==> src/rtl/cv32e40p_pkg.sv <==
// Shared fault-tolerance constants and types for the cv32e40p FT blocks.
package cv32e40p_pkg;

  localparam int unsigned FT_REPLICAS    = 3;
  localparam int unsigned PIPE_ERR_CNT_W = 8;

  typedef struct packed {
    logic                      err;
    logic [PIPE_ERR_CNT_W-1:0] cnt;
  } pipe_err_t;

endpackage

==> src/rtl/cv32e40p_ft_voter.sv <==
// Three-input bitwise majority voter with a replica-mismatch flag.
module cv32e40p_ft_voter #(
  parameter int unsigned W = 32
) (
  input  logic [W-1:0] a_i,
  input  logic [W-1:0] b_i,
  input  logic [W-1:0] c_i,
  output logic [W-1:0] maj_o,
  output logic         mismatch_o
);

  assign maj_o      = (a_i & b_i) | (b_i & c_i) | (a_i & c_i);
  assign mismatch_o = |((a_i ^ b_i) | (b_i ^ c_i));

endmodule

==> src/rtl/cv32e40p_ft_pipe_reg.sv <==
// Inter-stage pipeline register with grouped payload, partial update and optional TMR.
module cv32e40p_ft_pipe_reg
  import cv32e40p_pkg::*;
#(
  parameter int unsigned        N_GROUPS  = 4,
  parameter int unsigned        GROUP_W   = 32,
  parameter int unsigned        CTRL_W    = 16,
  parameter logic [CTRL_W-1:0]  CTRL_RST  = '0,
  parameter bit                 TMR_EN    = 1'b1,
  parameter int unsigned        ERR_CNT_W = 8
) (
  input  logic                              clk,
  input  logic                              rst,
  input  logic                              valid_i,
  output logic                              ready_o,
  input  logic [CTRL_W-1:0]                 ctrl_i,
  input  logic [N_GROUPS*GROUP_W-1:0]       data_i,
  input  logic [N_GROUPS-1:0]               grp_en_i,
  input  logic                              flush_i,
  input  logic                              upd_i,
  input  logic [N_GROUPS-1:0]               upd_mask_i,
  input  logic [N_GROUPS*GROUP_W-1:0]       upd_data_i,
  output logic                              valid_o,
  input  logic                              ready_i,
  output logic [CTRL_W-1:0]                 ctrl_o,
  output logic [N_GROUPS*GROUP_W-1:0]       data_o,
  input  logic [2:0]                        inj_i,
  input  logic [CTRL_W+N_GROUPS*GROUP_W:0]  inj_mask_i,
  output logic                              err_o,
  output logic [ERR_CNT_W-1:0]              err_cnt_o
);

  localparam int unsigned DATA_W = N_GROUPS * GROUP_W;
  localparam int unsigned S_W    = 1 + CTRL_W + DATA_W;
  localparam int unsigned N_REP  = TMR_EN ? FT_REPLICAS : 1;

  localparam logic [S_W-1:0] S_RST = {1'b0, CTRL_RST, {DATA_W{1'b0}}};

  logic [S_W-1:0]       rep_q [N_REP];
  logic [S_W-1:0]       rep_d [N_REP];
  logic [S_W-1:0]       s_vote;
  logic [S_W-1:0]       s_d;
  logic                 mismatch;
  logic [2:0]           inj_sel;
  logic [ERR_CNT_W-1:0] err_cnt_q;
  logic [ERR_CNT_W-1:0] err_cnt_d;

  generate
    if (TMR_EN) begin : g_tmr
      cv32e40p_ft_voter #(
        .W (S_W)
      ) u_voter (
        .a_i        (rep_q[0]),
        .b_i        (rep_q[1]),
        .c_i        (rep_q[2]),
        .maj_o      (s_vote),
        .mismatch_o (mismatch)
      );
      assign inj_sel = inj_i;
    end else begin : g_single
      assign s_vote   = rep_q[0];
      assign mismatch = 1'b0;
      assign inj_sel  = {2'b00, |inj_i};
    end
  endgenerate

  assign valid_o = s_vote[S_W-1];
  assign ctrl_o  = s_vote[DATA_W +: CTRL_W];
  assign data_o  = s_vote[DATA_W-1:0];
  assign ready_o = ~upd_i & (flush_i | ready_i | ~valid_o);
  assign err_o   = mismatch;

  // Next state is built from the voted value, so hold cycles scrub every replica.
  always_comb begin
    s_d = s_vote;
    if (flush_i) begin
      s_d[S_W-1]              = 1'b0;
      s_d[DATA_W +: CTRL_W]   = CTRL_RST;
    end else if (upd_i && valid_o) begin
      for (int unsigned g = 0; g < N_GROUPS; g++) begin
        if (upd_mask_i[g]) begin
          s_d[g*GROUP_W +: GROUP_W] = upd_data_i[g*GROUP_W +: GROUP_W];
        end
      end
    end else if (valid_i && ready_o) begin
      s_d[S_W-1]            = 1'b1;
      s_d[DATA_W +: CTRL_W] = ctrl_i;
      for (int unsigned g = 0; g < N_GROUPS; g++) begin
        if (grp_en_i[g]) begin
          s_d[g*GROUP_W +: GROUP_W] = data_i[g*GROUP_W +: GROUP_W];
        end
      end
    end else if (ready_i && !valid_i) begin
      s_d[S_W-1]            = 1'b0;
      s_d[DATA_W +: CTRL_W] = CTRL_RST;
    end
  end

  always_comb begin
    for (int unsigned r = 0; r < N_REP; r++) begin
      rep_d[r] = inj_sel[r] ? (s_d ^ inj_mask_i) : s_d;
    end
  end

  always_ff @(posedge clk) begin
    for (int unsigned r = 0; r < N_REP; r++) begin
      if (rst) begin
        rep_q[r] <= S_RST;
      end else begin
        rep_q[r] <= rep_d[r];
      end
    end
  end

  always_comb begin
    err_cnt_d = err_cnt_q;
    if (err_o && !(&err_cnt_q)) begin
      err_cnt_d = err_cnt_q + ERR_CNT_W'(1);
    end
  end

  always_ff @(posedge clk) begin
    if (rst) begin
      err_cnt_q <= '0;
    end else begin
      err_cnt_q <= err_cnt_d;
    end
  end

  assign err_cnt_o = err_cnt_q;

endmodule

==> config.mk <==
export PLATFORM = sky130hd
export DESIGN_NAME = cv32e40p_ft_pipe_reg
export DESIGN_NICKNAME = d
export VERILOG_FILES = /design/src/rtl/cv32e40p_pkg.sv /design/src/rtl/cv32e40p_ft_voter.sv /design/src/rtl/cv32e40p_ft_pipe_reg.sv
export SDC_FILE = /design/constraint.sdc
export NUM_CORES = 1
export LEC_CHECK = 0
export CAP_MARGIN = 40
export CORE_AREA = 3 3 227 229
export DETAILED_ROUTE_END_ITERATION = 7
export DIE_AREA = 0 0 230 232
export PLACE_DENSITY = 0.82
export SYNTH_ARGS = -nofsm -noshare
export SYNTH_HDL_FRONTEND = slang
export SYNTH_SLANG_ARGS = --single-unit
==> constraint.sdc <==
create_clock -name clk -period 6.05 [get_ports clk]
set_clock_uncertainty 0.1 [all_clocks]
set_input_delay 1.21 -clock clk [delete_from_list [all_inputs] [get_ports clk]]
set_output_delay 1.21 -clock clk [all_outputs]
set_load 0.01 [all_outputs]
==> impl_metrics.csv <==
group,metric,value,unit
power,peakVddDrop,0.000190,V
worst_setup_path,critical_path_arrival,3690,ps
sta,setup_slack,1050,ps
cts,htree_levels,2,
sta,fmax,200,MHz
synthesis,synth_warnings,0,
cts,cts.hold.buffers_added,0,
synthesis,yosysSeqAreaShare,34.5,%
die,chipHeight,232,um
synthesis,postSynthCellCount,2950,
cts,cts_resized,0,
final_layout,syn_to_final_growth,30.9,%
sta,layout_worst_path_cycle_share,82.6,%
routing,drt_iter0_drc,1258,
place,dp_slack,1240,ps
global_routing,grt_pass1_vias,22000,
worst_setup_path,critPathCaptureType,"primary output",
power,total_power,8.29,mW
global_routing,grt_usage,28.6,%
synthesis,synthArstFlopShare,0,%
routing,route.vias.total,22500,
synthesis,yosys_most_used_dff,"dfxtp_1",
global_routing,grt_max_degree,183,
worst_setup_path,startpoint_type,"register",
synthesis,syn-cell-area,25700,sq um
min_path,holdCritPathClass,"register to register",
cts,post_cts_buffers,0,
sta,fin_crit,5000,ps
worst_setup_path,reg2reg_from,"rep_q[1][144]",
cts,cts-root-buf,"clkbuf_16",
worst_setup_path,cp.required,4740,ps
cts,cts_buffers,48,
cts,cts_buffer_depth,3,
place,hpwl,58700,um
routing,dr.pass1.iters,5,
cts,cts_tree,"done",
die,fp.dieArea,53400,sq um
worst_setup_path,setup.worst_path.class,"register to primary output",
synthesis,avgSynthCellArea,8.71,sq um
sta,drv_slew,0,
power,swShare,28.2,%
sta,hold_violations,0,
cts,clk_latency,580,ps
synthesis,synth_seq_cells,443,
sta,whs,431,ps
synthesis,synth_nets,3675,
routing,drt_drc_violations_left,0,
routing,wl_per_cell,18.9,um
routing,drt_wl_total,78700,um
status,status,"completed",
die,std_cell_rows,82,
worst_setup_path,startpoint,"rep_q[1][71]",
place,dp.cells,4072,
sta,finalSetupViolations,0,
sta,setup_tns,0,ps
power,p_int,5.95,mW
die,initial_core_util,51.5,%
routing,routed_via_density,5.38,
cts,cts_sinks,443,
worst_setup_path,reg2reg_slack,2660,ps
power,power_leakage,16.5,nW
power,power.share.clock,36.6,%
cts,clk_pin_slew,60,ps
synthesis,synthDistinctLibCells,47,
power,power.density,247,nW/um^2
final_layout,fin_nets,4177,
min_path,worstHoldStart,"err_cnt_o[7]",
final_layout,drive_gt1_share,8.72,%
place,portBuffers,588,
final_layout,layout_common_cells,"clkdlybuf4s50_1 (583), nand2_1 (504), nor2_1 (483), dfxtp_1 (443), xor2_1 (433)",
synthesis,synth_edf_count,0,
final_layout,instances_no_fill,4172,
sta,relSlewSlack,23.4,%
routing,ant_nets,0,
global_routing,grt_pass1_wl,120000,um
power,pwr-share-comb,23.3,%
power,p_seq_share,40.2,%
job,drv_cap,0,
final_layout,final_common_cell,"clkdlybuf4s50_1",
global_routing,antenna_found_initial,15,
global_routing,grt_overflow_total,0,
die,core_area,49900,sq um
worst_setup_path,cp_max_fo,4,
die,die_x,230,um
sta,tightestPinTransition,1150,ps
sta,grt_setup_unrepaired,"false",
die,io_pins,589,
place,gp_congestion,0.841,
power,netSwitchingPower,2.34,mW
[worst paths after layout]
| kind | endpoint | depth (start not counted) |
|---|---|---|
| max | err_o | 8 |
| min | err_cnt_o[7] | 2 |
| max reg2reg | rep_q[0][1] | 9 |
| min reg2reg | err_cnt_o[7] | 2 |
[logic make-up (layout without fill, tap and decap cells)]
group                    after synthesis  in the layout  synth area share (%)
buffers and inverters                162            700                  3.02
multiplexers                           4              4                 0.170
other                                  0             12                     0
XOR/XNOR                             436            436                  14.9
AO/OA/AOI/OAI                        401            401                  13.2
flip-flops                           443            443                  34.5
adder cells (fa/ha/maj)              291            291                  14.2
AND/OR/NAND/NOR                     1213           1213                  20.0
[critical path, cell delays in order (launching register included)]
cell and delay, ps:
dfxtp_1 320, ha_1 380, nor4_1 460, nand4_1 210, nor4_1 560, nand3_1 280, nor2_1 300, inv_1 120
clkdlybuf4s50_1 490
[cell usage after synthesis (3+ instances only)]
| master | number | share of area, % |
|---|---|---|
| nand2_1 | 505 | 7.4 |
| nor2_1 | 483 | 7.1 |
| dfxtp_1 | 443 | 35 |
| xor2_1 | 433 | 15 |
| ha_1 | 291 | 14 |
| a211o_1 | 144 | 4.9 |
| clkbuf_1 | 110 | 1.6 |
| nand2_2 | 90 | 2.2 |
| o21ai_1 | 90 | 1.8 |
| nor4_1 | 75 | 1.8 |
| a22oi_1 | 62 | 1.8 |
| a22oi_2 | 50 | 2.4 |
| a31oi_2 | 30 | 1.5 |
| buf_2 | 22 | 0.43 |
| nand4_1 | 19 | 0.46 |
| buf_6 | 16 | 0.70 |
| nor2_2 | 10 | 0.24 |
| nand3_1 | 9 | 0.18 |
| o21ai_0 | 8 | 0.16 |
| nor2b_1 | 6 | 0.15 |
| buf_1 | 5 | 0.073 |
| buf_4 | 5 | 0.15 |
| a21oi_1 | 4 | 0.078 |
| a22oi_4 | 3 | 0.25 |
| and4b_1 | 3 | 0.12 |
| inv_1 | 3 | 0.044 |
| mux2_1 | 3 | 0.13 |
| nor3b_2 | 3 | 0.15 |
| xnor2_1 | 3 | 0.10 |
[flip-flops by register name, summed over array words and instances (netlist names)]
register / cells
err_cnt_o: 8
rep_q: 435
[layer usage]
layer | up-vias | GRT usage (%) | wire length, um
met3 | 154 | 6.53 | 5600
li1 | 11000 | - | -
met1 | 10600 | 33.2 | 31100
met4 | 6 | 11.0 | 3100
met2 | 706 | 51.3 | 38800
met5 | - | 0 | 41
[per-stage QoR]
| stage | util, % | cell area (sq um) |
|---|---|---|
| 2_1_floorplan | - | 25700 |
| 3_3_place_gp | 63.9 | 31900 |
| 3_5_place_dp | 64.0 | 31900 |
| 4_1_cts | 67.3 | 33600 |
| 5_1_grt | 67.4 | 33600 |
| 6_report | 67.4 | 33600 |
[final cells by class]
class / count / area, sq um
Inverter: 4 / 15.0
Clock inverter: 16 / 213
Antenna cell: 12 / 30.0
Multi-Input combinational cell: 2345 / 16100
Sequential cell: 443 / 8870
Timing Repair Buffer: 610 / 6130
Tap cell: 672 / 841
Clock buffer: 70 / 1440
Fill cell: 3896 / 16300
[power by group through the flow]
stage / registers [mW] / clock network (mW) / logic, mW
floorplan: 3.35 / 0 / 1.09
global placement: 3.37 / 0 / 1.88
detailed placement: 3.39 / 0 / 1.91
CTS: 3.33 / 3.07 / 1.94
global route: 3.36 / 3.19 / 2.13
finish: 3.33 / 3.03 / 1.93
Power figures use the tool's default switching activity.
